===== src/rtl/mul16_seq_pkg.sv =====
// Shared definitions for the sequential 16x16 multiplier: operand width,
// controller state encoding and the iteration counter limit.
package mul16_seq_pkg;

  localparam int WIDTH = 16;

  localparam logic [3:0] CNT_LIMIT = 4'd15;

  typedef enum logic [1:0] {
    IDLE = 2'd0,
    RUN  = 2'd1,
    DONE = 2'd2
  } state_t;

endpackage


===== src/rtl/mul16_seq_add16.sv =====
// Add16: plain 16-bit ripple-carry adder shared by the multiplier datapath.
module Add16 (
  input  logic [15:0] a,
  input  logic [15:0] b,
  output logic [15:0] sum,
  output logic        cout
);

  // Ripple the carry bit by bit from the LSB upward.
  always_comb begin
    logic carry;
    carry = 1'b0;
    sum   = 16'h0000;
    for (int i = 0; i < 16; i++) begin
      sum[i] = a[i] ^ b[i] ^ carry;
      carry  = (a[i] & b[i]) | (carry & (a[i] ^ b[i]));
    end
    cout = carry;
  end

endmodule


===== src/rtl/mul16_seq.sv =====
// mul16_seq: shift-and-add multiplier producing (a*b) mod 2^16 over up to
// 16 iterations of a single shared Add16, with valid/ready on both sides.
module mul16_seq
  import mul16_seq_pkg::*;
(
  input  logic             clk,
  input  logic             rst_n,
  input  logic             flush,
  input  logic             in_valid,
  output logic             in_ready,
  input  logic [WIDTH-1:0] a,
  input  logic [WIDTH-1:0] b,
  output logic             out_valid,
  input  logic             out_ready,
  output logic [WIDTH-1:0] out,
  output logic             busy
);

  state_t           state;
  logic [WIDTH-1:0] mcand;
  logic [WIDTH-1:0] mplier;
  logic [WIDTH-1:0] acc;
  logic [3:0]       cnt;

  logic [WIDTH-1:0] sum;
  logic             add_cout_unused;
  logic [WIDTH-1:0] acc_next;
  logic             run_last;

  // The carry-out is deliberately dropped: accumulation wraps mod 2^16.
  Add16 u_add16 (
    .a    (acc),
    .b    (mcand),
    .sum  (sum),
    .cout (add_cout_unused)
  );

  // Next accumulator value and the "this is the final RUN cycle" decision.
  always_comb begin
    acc_next = acc;
    run_last = 1'b0;
    if (mplier[0]) begin
      acc_next = sum;
    end else begin
      acc_next = acc;
    end
    if (((mplier >> 1) == 16'h0000) || (cnt == CNT_LIMIT)) begin
      run_last = 1'b1;
    end else begin
      run_last = 1'b0;
    end
  end

  // Controller FSM, operand shift registers, counter and registered outputs.
  always_ff @(posedge clk or negedge rst_n) begin
    if (!rst_n) begin
      state     <= IDLE;
      mcand     <= 16'h0000;
      mplier    <= 16'h0000;
      acc       <= 16'h0000;
      cnt       <= 4'd0;
      in_ready  <= 1'b1;
      out_valid <= 1'b0;
      busy      <= 1'b0;
      out       <= 16'h0000;
    end else if (flush) begin
      state     <= IDLE;
      mcand     <= 16'h0000;
      mplier    <= 16'h0000;
      acc       <= 16'h0000;
      cnt       <= 4'd0;
      in_ready  <= 1'b1;
      out_valid <= 1'b0;
      busy      <= 1'b0;
      out       <= 16'h0000;
    end else begin
      case (state)
        IDLE: begin
          if (in_valid && in_ready) begin
            mcand    <= a;
            mplier   <= b;
            acc      <= 16'h0000;
            cnt      <= 4'd0;
            state    <= RUN;
            in_ready <= 1'b0;
            busy     <= 1'b1;
          end
        end
        RUN: begin
          acc    <= acc_next;
          mcand  <= mcand << 1;
          mplier <= mplier >> 1;
          cnt    <= cnt + 4'd1;
          if (run_last) begin
            state     <= DONE;
            busy      <= 1'b0;
            out_valid <= 1'b1;
            out       <= acc_next;
          end
        end
        DONE: begin
          if (out_ready) begin
            state     <= IDLE;
            out_valid <= 1'b0;
            in_ready  <= 1'b1;
            out       <= 16'h0000;
          end
        end
        default: begin
          // Unreachable encoding: fall back to IDLE on the next edge.
          state     <= IDLE;
          in_ready  <= 1'b1;
          out_valid <= 1'b0;
          busy      <= 1'b0;
          out       <= 16'h0000;
        end
      endcase
    end
  end

endmodule


===== config.mk =====
export PLATFORM = sky130hd
export DESIGN_NAME = mul16_seq
export DESIGN_NICKNAME = d
export VERILOG_FILES = /design/src/rtl/mul16_seq_pkg.sv /design/src/rtl/mul16_seq_add16.sv /design/src/rtl/mul16_seq.sv
export SDC_FILE = /design/constraint.sdc
export NUM_CORES = 1
export LEC_CHECK = 0
export CAP_MARGIN = 20
export CORE_MARGIN = 2
export CORE_UTILIZATION = 45
export DETAILED_ROUTE_END_ITERATION = 8
export HOLD_SLACK_MARGIN = 0.02
export PLACE_DENSITY_LB_ADDON = 0.12
export SYNTH_ARGS = -nofsm -noshare
export SYNTH_HDL_FRONTEND = slang
export SYNTH_SLANG_ARGS = --single-unit

===== constraint.sdc =====
create_clock -name clk -period 19.2 [get_ports clk]
set_input_delay 3.84 -clock clk [delete_from_list [all_inputs] [get_ports clk]]
set_output_delay 3.84 -clock clk [all_outputs]
set_load 0.03 [all_outputs]

==> Yosys cells after proc, flatten, opt, wreduce, memory -nomap -nowiden <==
Cells that the tools add are included.
{ "op_classes": {"n_addsub": 1, "mul": 0, "div": 0, "n_lt_le_gt_ge": 0, "n_eq_ne": 9, "shift": 0, "mux": 35, "n_bitwise": 74, "n_reduce_logical": 10} }
{ "op_table": {"columns": ["cell", "count"], "rows": [
  ["16-bit two-way mux", 10],
  ["16-bit one-hot mux with 2 select lines", 3],
  ["16-bit one-hot mux with 3 select lines", 1],
  ["1-bit XOR", 31],
  ["1-bit AND", 29],
  ["16-bit logical NOT", 1],
  ["1-bit bitwise OR", 14],
  ["3-bit AND reduction", 4],
  ["1-bit two-way mux", 10],
  ["3-bit != test (second input constant)", 3],
  ["1-bit one-hot mux with 3 select lines", 3],
  ["2-bit two-way mux", 4],
  ["4-bit two-way mux", 2],
  ["4-bit one-hot mux with 2 select lines", 1],
  ["2-bit != test (second input constant)", 3],
  ["2-bit one-hot mux with 3 select lines", 1],
  ["4-bit by 1-bit adder with 4-bit output (second input constant)", 1],
  ["4-bit equality test (second input constant)", 1],
  ["3-bit nonzero test", 1],
  ["2-bit by 1-bit equality test with 1-bit output (second input constant)", 1],
  ["2-bit equality test (second input constant)", 1],
  ["2-bit logical NOT", 1],
  ["2-bit AND reduction", 1],
  ["1-bit logical AND", 1],
  ["1-bit logical OR", 1]
]} }
{ "totals": {"register_bits": 73, "latch_bits": 0, "ramBits": 0, "rom_bits": 0, "input_bits": 37, "output_inout_bits": 19, "word_cells": 138, "memories": 0} }

==> Longest topological paths before layout <==
Gate-level depths: netlist of run 1.
{ "logic_depth": {"word_depth": 34, "ltp_mapped": 21, "ltp_nobuf": 21} }

==> By module <==
A second synthesis of run 1 with hierarchy kept.
{ "hier_totals": {"cells_unflattened": 329, "area_unflattened_um2": 3688.5} }
{ "by_module_without_submodules": {"columns": ["module", "n_inst", "cells_per_inst", "area_per_inst_um2", "seq_area_each_um2"], "rows": [
  ["mul16_seq", 1, 303, 3338.2, 1828.0],
  ["Add16", 1, 26, 350.3, 0.0]
]} }

==> Worst setup path after synthesis of run 1 <==
Ideal clock, no wire load.
{ "synth_timing": {"kind": "register to register", "start": "reg mcand[0]", "end": "reg out[15]", "arrival_ps": 6467, "required_ps": 19135, "slack_ps": 12668, "path_stages_with_launch": 22, "n_path_buf": 0, "period_less_slack_ps": 6532, "path_cell_list": "dfrtp_1 ha_1 fa_1 fa_1 fa_1 fa_1 fa_1 fa_1 fa_1 fa_1 fa_1 fa_1 fa_1 fa_1 inv_1 fa_1 inv_1 fa_1 xnor2_1 or3_1 a21oi_1 mux2_2"} }
{ "synth_between": {"elab_chain_cells": 34} }
{ "synth_lines": {"columns": ["element", "line", "rtl"], "rows": [
  ["from (decl)", "mul16_seq.sv:20", "logic [WIDTH-1:0] mcand;"],
  ["from (signal assigned)", "mul16_seq.sv:91", "mcand <= mcand << 1;"],
  ["1-bit AND (2 in a row)", "mul16_seq_add16.sv:16", "carry = (a[i] & b[i]) | (carry & (a[i] ^ b[i]));"],
  ["1-bit bitwise OR", "mul16_seq_add16.sv:16", null],
  ["1-bit AND", "mul16_seq_add16.sv:16", null],
  ["1-bit bitwise OR", "mul16_seq_add16.sv:16", null],
  ["1-bit AND", "mul16_seq_add16.sv:16", null],
  ["1-bit bitwise OR", "mul16_seq_add16.sv:16", null],
  ["1-bit AND", "mul16_seq_add16.sv:16", null],
  ["1-bit bitwise OR", "mul16_seq_add16.sv:16", null],
  ["[... 17 more ...]", null, null],
  ["1-bit bitwise OR", "mul16_seq_add16.sv:16", null],
  ["1-bit AND", "mul16_seq_add16.sv:16", null],
  ["1-bit bitwise OR", "mul16_seq_add16.sv:16", null],
  ["1-bit XOR", "mul16_seq_add16.sv:15", "sum[i] = a[i] ^ b[i] ^ carry;"],
  ["16-bit two-way mux", "mul16_seq.sv:42", "if (mplier[0]) begin"],
  ["16-bit two-way mux", "mul16_seq.sv:94", "if (run_last) begin"],
  ["16-bit one-hot mux with 3 select lines", "mul16_seq.sv:77", "case (state)"],
  ["16-bit two-way mux", "mul16_seq.sv:66", "end else if (flush) begin"],
  ["to (signal assigned)", "mul16_seq.sv:98", "out <= acc_next;"],
  ["to (decl)", "mul16_seq.sv:15", "output logic [WIDTH-1:0] out,"]
]} }
No other way between the ends. The select of a mux whose other input is x is not followed.
A chain may end at the register's enable or synchronous reset.

==> Final worst setup path of run 1 <==
Same ends and word-level chain as after synthesis.

==> key figures, run 1 <==
Synthesis
  – Post-synth top area cell: dfrtp_1
  – Post-synthesis area per instance: roughly 11 µm²
  – Library cells used by synthesis: 38
  – Synth Warn #: 0
  – Synthesized area: between 3000 and 4000 µm²
  – Synth top area cells: dfrtp_1, nor2_1, fa_1
  – Mapped Nets: approximately 380
  – Synthesis-stage register bit count: 73
  – Seq/Total Area, Yosys: 49.6%
  – Top cell type's share of synthesized area: between 40% and 50%
  – Post-Syn Instances: 325

STA
  – Final Worst Setup Slack: between 10 and 15 ns
  – Final Hold Vio Count: 0
  – F_max: approximately 150 MHz
  – Worst hold slack: between 0.5 and 0.6 ns
  – Pin slew with the least headroom to its limit: approximately 0.99 ns
  – Final count of negative-setup-slack endpoints: 0
  – Worst Skew: between 0.006 and 0.007 ns
  – Final period util: a little over a third
  – Post-Route Setup TNS: 0 ns
  – Fin. max-slew vios: 0
  – RSZ-0062 raised after global routing: no
  – Worst slew margin: roughly 34%
  – Minimum clock period: approximately 6.9 ns

Power
  – Psw: around 140 µW
  – Internal: around 290 µW
  – Clk pwr share: between 20% and 30%
  – Combinational Power Share: 24.9%
  – Total power: approximately 430 µW
  – Peak supply drop: between 40 and 50 µV
  – Flop pwr share: 47.0%
  – Leak pwr: between 2 and 2.5 nW
  – Sw Share: between 30% and 40%
  – Power per standard cell area: between 90 and 100 nW/µm²

Critical path
  – R2R depth: 21
  – Setup slack, reg-to-reg: between 10 and 15 ns
  – CP max stage delay: approximately 0.40 ns
  – WP buf/inv: 2
  – Worst Path Arrival: 7.15 ns
  – R2r endpoint: out[15]$_DFFE_PN0P_
  – CP top delay family: adder cells
  – Worst Path Required: 19.49 ns
  – Worst r2r src: mcand[0]$_DFFE_PN0P_
  – Worst Setup EP: out[15]$_DFFE_PN0P_
  – CP max-delay cell: dfrtp_1
  – CP Class: flip-flop to flip-flop
  – Setup crit end kind: flip-flop
  – Critical-path cell list: ha_1 -> fa_1 -> fa_1 -> fa_1 -> fa_1 -> fa_1 -> fa_1 -> fa_1 -> fa_1 -> fa_1 -> fa_1 -> fa_1 -> fa_1 -> inv_1 -> fa_1 -> inv_1 -> fa_1 -> xnor2_1 -> or3_1 -> a21oi_1 -> mux2_2
  – Critical path depth: 21
  – CP most frequent cell: fa_1
  – Critical path origin: mcand[0]$_DFFE_PN0P_
  – CP Launch Type: flip-flop
  – Critical path fanouts, max: 3

Place
  – Dpl hpwl: approximately 5.4 mm
  – I/O Buffers: 55
  – GPL Wtd Cong: between 0.8 and 0.9
  – Area after DPL: 4290 µm²
  – Placed cells: roughly 460
  – Post-place setup slack: 12.35 ns

Clock network
  – Root Buffer: clkbuf_8
  – Hold_buf cts: 0
  – Clock latency on the worst-skew pair: approximately 0.35 ns
  – CTS Buffer Depth: 2
  – Post-CTS setup buffer count: 0
  – Post-CTS Resized: 0
  – TritonCTS clock tree: built
  – TritonCTS Sinks: 73
  – Clock buffers created by TritonCTS: 9
  – Worst-path clk slew: 0.07 ns
  – H-tree levels: 3

Die
  – Core area: 7850 µm²
  – IO Pins: 56
  – Num rows: 32
  – Die height: between 90 and 100 µm
  – Die area: 8930 µm²
  – Die width: between 90 and 100 µm
  – Initial Util: 46.9%

Routing
  – DR pass1 iterations: 4
  – Antenna Nets Post-Route: 0
  – Total Wirelength: ~8.2 mm
  – DRC Markers: 0
  – Drt wl/cell: roughly 17 µm
  – Via count: between 2000 and 3000
  – DRT iter0 DRCs: around 150
  – Vias per cell: roughly 5.5

Global routing
  – First-pass GRT wire length: ~14 mm
  – Vias in the first global route: about 2800
  – Grt ovf: 0
  – Initial antenna violation count: 0
  – Largest net degree at the start of global routing: 74
  – GRT Total Usage: roughly a fifth

Hold path
  – Type of the most critical hold path: flip-flop to flip-flop

Cells and area
  – Fillers: between 700 and 800
  – Layout cell share with drive strength beyond 1: 12.4%
  – Synth-to-Final Area Change: 22.1%
  – Final Instance Area: about 4500 µm²
  – Nets: approximately 430
  – Commonest non-fill, non-tap cell in the layout: nor2_1
  – Commonest non-fill, non-tap cells in the layout: nor2_1, dfrtp_1, clkdlybuf4s50_1, a221oi_1, a22o_1
  – Post-route insts no fill: 480
  – Finished Core Util: between 50% and 60%
  – ANT cells: 0

Status
  – Status: finished clean

Run
  – Max-cap violation count: 0
==> sequential cells by signal (all words and copies together), names as in the netlist <==
| signal | flops |
|---|---|
| out | 16 |
| acc | 16 |
| out_valid | 1 |
| mcand | 16 |
| cnt | 4 |
| state | 2 |
| in_ready | 1 |
| busy | 1 |
| mplier | 16 |
==> layout make-up <==
type,count,area [µm²],share of cell area (%)
Timing Repair Buffer,60,591,13.1
Tap cell,102,128,2.84
Multi-Input combinational cell,222,1730,38.4
Clock buffer,12,155,3.45
Inverter,8,30.0,0.668
Clock inverter,3,40.0,0.890
Sequential cell,73,1830,40.7
==> cell families (layout without fill, tap and decap cells) <==
logic type / after synthesis / in the layout / share of synthesized area [%]
XOR/XNOR: 1 / 1 / 0.238
multiplexers: 30 / 30 / 9.71
flip-flops: 73 / 73 / 49.6
AND/OR/NAND/NOR: 103 / 103 / 12.5
buffers and inverters: 30 / 83 / 3.70
adder cells (fa/ha/maj): 16 / 16 / 8.29
AO/OA/AOI/OAI: 72 / 72 / 15.9
==> synthesized netlist by cell type <==
cell type,number
a21oi_1,9
nand3_1,5
mux2i_1,14
fa_1,14
buf_12,1
a41o_1,1
buf_2,6
o21ba_2,1
and3_2,1
a211oi_1,1
o22a_1,1
dfstp_2,1
o21bai_1,3
nor3_4,1
a22o_1,15
nor4_2,3
a21o_1,2
inv_1,8
nor2_1,75
buf_1,2
mux2_4,10
o21a_1,1
ha_1,2
mux2_2,6
nor3_1,4
a32oi_4,1
nand2_1,8
nor2b_1,1
o21ai_0,4
a221oi_1,30
clkbuf_1,13
xnor2_1,1
nand2b_1,1
a31oi_1,2
o21ai_1,1
dfrtp_1,72
nand4_2,1
or3_1,3
==> how the worst min path moves through the flow <==
| stage | end | startpoint | depth (start not counted) | slack, ns |
|---|---|---|---|---|
| final | out[1]$_DFFE_PN0P_ | out[1]$_DFFE_PN0P_ | 1 | 0.51 |
| after global placement | acc[15]$_DFFE_PN0P_ | acc[15]$_DFFE_PN0P_ | 1 | 0.47 |
| after global routing | out[4]$_DFFE_PN0P_ | out[4]$_DFFE_PN0P_ | 1 | 0.53 |
| after CTS | out[1]$_DFFE_PN0P_ | out[1]$_DFFE_PN0P_ | 1 | 0.51 |
| after floorplan | acc[15]$_DFFE_PN0P_ | acc[15]$_DFFE_PN0P_ | 1 | 0.46 |
| after detailed placement | busy$_DFFE_PN0P_ | busy$_DFFE_PN0P_ | 1 | 0.49 |
==> routing by layer <==
metal  wire, µm  up-vias  track usage [%]
met5          0        -                0
met4        123        0             5.92
met3        349       11             5.83
met2       3860       54             31.6
met1       3820     1323             27.1
li1           -     1265                -
==> power groups by stage <==
stage	logic, mW	clock network (mW)	registers, mW
floorplan	0.0764	0	0.201
global placement	0.105	0	0.207
detailed placement	0.108	0	0.207
CTS	0.109	0.126	0.204
global route	0.121	0.132	0.208
finish	0.108	0.122	0.204
(Power assumes the default switching activity.)
==> run 2: changes to the inputs <==
clock period = 6.1 ns   (was 19.2 ns; I/O delays follow)
==> run 2 against run 1 <==
Effect of this change: the run now ends with setup timing left; combinational power grew to 3.3 times the previous value; clock skew hardly changed; sequential power grew to 3.2 times the previous value; utilization is 1.3 points higher; cell area is 2.3% higher; sequential cell count stayed put; fmax is 11% higher; critical path type unchanged; highest routed layer unchanged.
==> key figures, run 2 (synthesized netlist as in run 1, its figures left out) <==
Clock network
  – H-tree levels: 3 (unchanged)
  – Hold_buf cts: 0 (unchanged)
  – Clock latency on the worst-skew pair: 0.34 ns (about the same)
  – TritonCTS clock tree: built
  – TritonCTS Sinks: 73 (unchanged)
  – Clock buffers created by TritonCTS: 9 (unchanged)
  – Worst-path clk slew: 0.07 ns (about the same)
  – CTS Buffer Depth: 2 (unchanged)
  – Root Buffer: clkbuf_8

Die
  – IO Pins: 56 (unchanged)
  – Core area: 7850 µm² (unchanged)
  – Die area: 8930 µm² (unchanged)
  – Initial Util: 46.9% (unchanged)
  – Num rows: 32 (unchanged)
  – Die width: 94.5 µm (unchanged)
  – Die height: 94.5 µm (unchanged)

Cells and area
  – Commonest non-fill, non-tap cell in the layout: nor2_1
  – ANT cells: 0 (unchanged)
  – Synth-to-Final Area Change: 24.9%
  – Commonest non-fill, non-tap cells in the layout: nor2_1, dfrtp_1, clkdlybuf4s50_1, a221oi_1, a22o_1
  – Layout cell share with drive strength beyond 1: 17.7% (+5.3 points)
  – Fillers: 690 (-1.7%)
  – Nets: 432 (+1.2%)

Global routing
  – GR Util met1: 28.1% (+0.99 points)
  – Most used routing layer: met2
  – Largest net degree at the start of global routing: 74 (unchanged)
  – Grt ovf: 0 (unchanged)
  – First-pass GRT wire length: 14.0 mm (+1.5%)
  – M2 GR Usage: 32.7% (+1.1 points)
  – Grt met3 use: 4.47% (-1.4 points)
  – Initial antenna violation count: 0 (unchanged)
  – Vias in the first global route: 2808 (+2.0%)
  – GRT Total Usage: 20.3% (+0.21 points)

Routing
  – DR pass1 iterations: 5 (+1)
  – DRT iter0 DRCs: 167 (+12%)
  – DRC Markers: 0 (unchanged)
  – Via count: 2732 (+3.0%)
  – Drt wl/cell: 16.6 µm (-2.5%)
  – Total Wirelength: 8.05 mm (-1.3%)
  – Vias per cell: 5.62 (+1.7%)
  – Antenna Nets Post-Route: 0 (unchanged)

Critical path
  – Setup crit end kind: flip-flop
  – CP Launch Type: flip-flop
  – CP Class: flip-flop to flip-flop
  – R2R depth: 21 (unchanged)
  – Critical path fanouts, max: 2 (-1)
  – Worst Path Arrival: 6.48 ns (-0.67 ns)
  – Worst Path Required: 6.38 ns (-13.11 ns)

STA
  – Final period util: 102% (+66 points)
  – Fin. max-slew vios: 0 (unchanged)
  – Worst slew margin: 28.7% (-5.2 points)
  – Final count of negative-setup-slack endpoints: 2 (+2)
  – Final Hold Vio Count: 0 (unchanged)
  – Worst Skew: 0.00666 ns (+0.000103 ns)
  – F_max: 161 MHz (+11%)
  – Post-Route Setup TNS: -0.134 ns (-0.134 ns)
  – Minimum clock period: 6.20 ns (-0.665 ns)
  – Final Worst Setup Slack: -0.101 ns (-12.44 ns)
  – RSZ-0062 raised after global routing: yes
  – Pin slew with the least headroom to its limit: 1.07 ns (+0.0776 ns)

Place
  – GPL Wtd Cong: 0.817 (+1.8%)
  – Post-place setup slack: -0.215 ns (-12.57 ns)
  – Dpl hpwl: 5.37 mm (-0.98%)
  – I/O Buffers: 55 (unchanged)

Power
  – Leak pwr: 2.05 nW (+0.51%)
  – Peak supply drop: 168 µV (+250%)
  – Power per standard cell area: 304 nW/µm² (+210%)

Status
  – Status: finished, violations left
  – Failing checks: setup timing

Hold path
  – WHS Path Cells: 1 (unchanged)
  – Type of the most critical hold path: flip-flop to flip-flop

Run
  – Max-cap violation count: 0 (unchanged)
run 2: changes by cell type in the layout (fill, tap and decap cells not counted), sizes merged:
cell	change
buf	+5
clkinv	-1
clkbuf	+2
run 2: per-stage QoR:
stage / instances / area, µm² / hold WS (ns) / utilization [%] / power (mW)
floorplan: 325 / 3710 / 0.459 / - / 0.879
global placement: 466 / 4330 / 0.475 / 55.2 / 0.990
detailed placement: 467 / 4360 / 0.490 / 55.6 / 1.01
CTS: 484 / 4590 / 0.514 / 58.5 / 1.41
global route: 486 / 4600 / 0.521 / 58.6 / 1.48
finish: 486 / 4600 / 0.508 / 58.6 / 1.40
run 2: layout make-up:
| type | count | area (µm²) | area share (%) |
|---|---|---|---|
| clock buffer | 14 | 173 | 3.75 |
| clock inverter | 2 | 35.0 | 0.761 |
| inverter | 8 | 30.0 | 0.653 |
| multi-input combinational | 222 | 1770 | 38.4 |
| sequential | 73 | 1830 | 39.7 |
| tap | 102 | 128 | 2.77 |
| timing repair buffer | 65 | 641 | 13.9 |
run 2: path summary, 6_finish.rpt:
kind	start	end	slack, ns
setup / recovery	mcand[0]$_DFFE_PN0P_	out[15]$_DFFE_PN0P_	-0.10
hold / removal	acc[15]$_DFFE_PN0P_	acc[15]$_DFFE_PN0P_	0.51
setup reg to reg	mcand[0]$_DFFE_PN0P_	out[15]$_DFFE_PN0P_	-0.10
hold reg to reg	acc[15]$_DFFE_PN0P_	acc[15]$_DFFE_PN0P_	0.51
max in group asynchronous	rst_n	mcand[15]$_DFFE_PN0P_	4.42
min in group asynchronous	rst_n	out[10]$_DFFE_PN0P_	1.09
run 2: power breakdown:
part | total [mW] | switching (mW) | internal, mW
logic | 0.359 | 0.188 | 0.172
clock network | 0.397 | 0.174 | 0.222
registers | 0.644 | 0.0899 | 0.554
total | 1.40 | 0.452 | 0.948
run 2: layer usage:
| layer | up-vias | part of all wire [%] |
|---|---|---|
| met5 | - | 0 |
| met4 | 0 | 0.97 |
| met3 | 7 | 4.3 |
| met2 | 67 | 48 |
| met1 | 1382 | 46 |
| li1 | 1276 | - |
run 2: worst max-delay path: stages (launching register included):
cell,delay (ns)
dfrtp_1,0.40
ha_2,0.20
fa_2,0.35
fa_2,0.36
fa_2,0.35
fa_2,0.35
fa_2,0.35
fa_2,0.35
fa_2,0.34
fa_2,0.35
fa_2,0.35
fa_2,0.35
fa_2,0.34
fa_2,0.34
inv_2,0.06
fa_1,0.14
inv_1,0.05
fa_2,0.33
xnor2_1,0.14
or3_1,0.33
a21oi_2,0.15
mux2_4,0.18
run 2: timing repair:
item                       4_1_cts  5_1_grt
setup endpoints to repair        3        3
pin swaps                        1        1
resized for setup                5        1
setup buffers                    1        1
==> run 3: changes to the inputs <==
CORE_MARGIN = 4   (was 2)
clock period = 7.9 ns   (was 6.1 ns; I/O delays follow)
==> run 3 against run 2 <==
Effect of this change: the run now ends clean; routed wire length up 1.7%; sequential share of layout area up 0.38 points; global-route usage down 2.4 points; hold slack worse by 0.0085 ns; utilization down 0.56 points; critical path depth unchanged; sequential cell count unchanged; cell count down 1.0%; clock-buffer cell count down 3; fmax down 9.5%; critical path type unchanged.
==> key figures, run 3 (synthesized netlist as in run 1, its figures left out) <==
STA
  – Fin. max-slew vios: 0 (unchanged)
  – Final Worst Setup Slack: 1.05 ns (+1.15 ns)
  – Pin slew with the least headroom to its limit: 1.06 ns (-0.00506 ns)
  – Final count of negative-setup-slack endpoints: 0 (-2)
  – F_max: 146 MHz (-9.5%)
  – RSZ-0062 raised after global routing: no
  – Worst Skew: 0.00657 ns (-0.0000864 ns)
  – Post-Route Setup TNS: 0 ns (+0.134 ns)
  – Minimum clock period: 6.85 ns (+0.653 ns)
  – Final Hold Vio Count: 0 (unchanged)
  – Final period util: 86.8% (-15 points)
  – Worst slew margin: 29.1% (+0.34 points)

Clock network
  – Clock latency on the worst-skew pair: 0.35 ns (about the same)
  – Clock buffers created by TritonCTS: 9 (unchanged)
  – Root Buffer: clkbuf_8
  – CTS Buffer Depth: 2 (unchanged)
  – H-tree levels: 3 (unchanged)
  – Hold_buf cts: 0 (unchanged)
  – Worst-path clk slew: 0.08 ns (about the same)
  – Post-CTS setup buffer count: 0 (-1)
  – TritonCTS Sinks: 73 (unchanged)
  – Post-CTS Resized: 0 (-5)
  – TritonCTS clock tree: built

Hold path
  – Type of the most critical hold path: flip-flop to flip-flop

Cells and area
  – Nets: 427 (-1.2%)
  – Storage cell area: 1830 µm² (unchanged)
  – Commonest non-fill, non-tap cells in the layout: nor2_1, dfrtp_1, clkdlybuf4s50_1, a221oi_1, a22o_1
  – Commonest non-fill, non-tap cell in the layout: nor2_1
  – Layout cell share with drive strength beyond 1: 12.7% (-5.0 points)
  – Footprint of the multi-input gates: 1730 µm² (-2.4%)
  – Fillers: 676 (-2.0%)
  – ANT cells: 0 (unchanged)
  – Synth-to-Final Area Change: 23.7%

Critical path
  – CP Launch Type: flip-flop
  – CP top delay family: adder cells
  – CP max-delay cell: dfrtp_1
  – Worst Path Arrival: 7.14 ns (+0.66 ns)
  – CP Class: flip-flop to flip-flop
  – Setup crit end kind: flip-flop
  – Worst Path Required: 8.19 ns (+1.81 ns)
  – Critical path fanouts, max: 3 (+1)
  – CP max stage delay: 0.41 ns (about the same)
  – Critical-path cell list: ha_1 -> fa_1 -> fa_1 -> fa_1 -> fa_1 -> fa_1 -> fa_1 -> fa_1 -> fa_1 -> fa_1 -> fa_1 -> fa_1 -> fa_1 -> inv_1 -> fa_1 -> inv_1 -> fa_1 -> xnor2_1 -> or3_1 -> a21oi_1 -> mux2_2
  – WP buf/inv: 2 (unchanged)
  – CP most frequent cell: fa_1

Die
  – Num rows: 32 (unchanged)
  – Die height: 98.5 µm (+4.2%)
  – Die width: 98.5 µm (+4.2%)
  – IO Pins: 56 (unchanged)
  – Initial Util: 46.9% (unchanged)
  – Core area: 7850 µm² (unchanged)
  – Die area: 9700 µm² (+8.6%)

Power
  – Leak pwr: 2.06 nW (+0.59%)
  – Total power: 1.12 mW (-20%)
  – Peak supply drop: 112 µV (-33%)
  – Power per standard cell area: 246 nW/µm² (-19%)

Routing
  – WL met2: 3.86 mm (-1.1%)
  – Drt wl/cell: 17.0 µm (+2.7%)
  – Via count: 2696 (-1.3%)
  – Vias per cell: 5.60 (-0.29%)
  – DR WL met3: 341 µm (-1.7%)
  – Met1 wire length: 3.80 mm (+2.0%)
  – Antenna Nets Post-Route: 0 (unchanged)
  – Max Used Layer: met4
  – Total Wirelength: 8.18 mm (+1.7%)
  – DR pass1 iterations: 4 (-1)
  – DRC Markers: 0 (unchanged)
  – DRT iter0 DRCs: 122 (-27%)

Global routing
  – Largest net degree at the start of global routing: 74 (unchanged)
  – GRT Total Usage: 17.8% (-2.4 points)
  – First-pass GRT wire length: 13.8 mm (-1.0%)
  – Initial antenna violation count: 0 (unchanged)
  – Vias in the first global route: 2790 (-0.64%)
  – Grt ovf: 0 (unchanged)

Place
  – Post-place setup slack: 1.07 ns (+1.29 ns)
  – GPL Wtd Cong: 0.848 (+3.8%)
  – I/O Buffers: 55 (unchanged)
  – Dpl hpwl: 5.39 mm (+0.22%)

Status
  – Status: finished clean

Run
  – Max-cap violation count: 0 (unchanged)
-- run 3: layout make-up --
cell class	count	area share, %
Clock buffer	11	3.10
Clock inverter	5	2.25
Inverter	8	0.659
Multi-Input combinational cell	222	37.9
Sequential cell	73	40.1
Tap cell	102	2.80
Timing Repair Buffer	60	13.2
-- run 3: worst register-to-register path, delay by kind of cell, from the launching register on --
family	cells	cell delay, ns
adders and majority gates	15	5.45
DFF	1	0.41
and+or+nand+nor	1	0.30
AOI/OAI and AO/OA	1	0.20
muxes	1	0.20
xor gates and xnor gates	1	0.14
buffers and inverters	2	0.12
-- run 3: final timing paths --
kind	to	slack, ns	from	cells after the start
max	out[15]$_DFFE_PN0P_	1.05	mcand[0]$_DFFE_PN0P_	21
min	busy$_DFFE_PN0P_	0.50	busy$_DFFE_PN0P_	1
max reg2reg	out[15]$_DFFE_PN0P_	1.05	mcand[0]$_DFFE_PN0P_	21
min reg2reg	busy$_DFFE_PN0P_	0.50	busy$_DFFE_PN0P_	1
max in group asynchronous	mplier[6]$_DFFE_PN0P_	5.85	rst_n	2
min in group asynchronous	out[10]$_DFFE_PN0P_	1.45	rst_n	2
-- run 3: report_power, final --
group	total [mW]	switching, mW	internal [mW]
Clock	0.361	0.143	0.218
Combinational	0.265	0.142	0.124
Sequential	0.495	0.0679	0.427
-- run 3: per-layer routing --
layer / track usage, % / vias to the layer above
met2: 27.0 / 72
met3: 3.89 / 14
li1: - / 1269
met4: 8.09 / 0
met1: 24.7 / 1341
met5: 0 / -
-- run 3: per-stage QoR --
step	std cells	hold WS [ns]	cell area, µm²	util (%)
2_1_floorplan	325	0.459	3680	-
3_3_place_gp	463	0.474	4280	54.5
3_5_place_dp	464	0.483	4310	54.9
4_1_cts	480	0.505	4550	58.0
5_1_grt	481	0.523	4560	58.1
6_report	481	0.500	4560	58.1
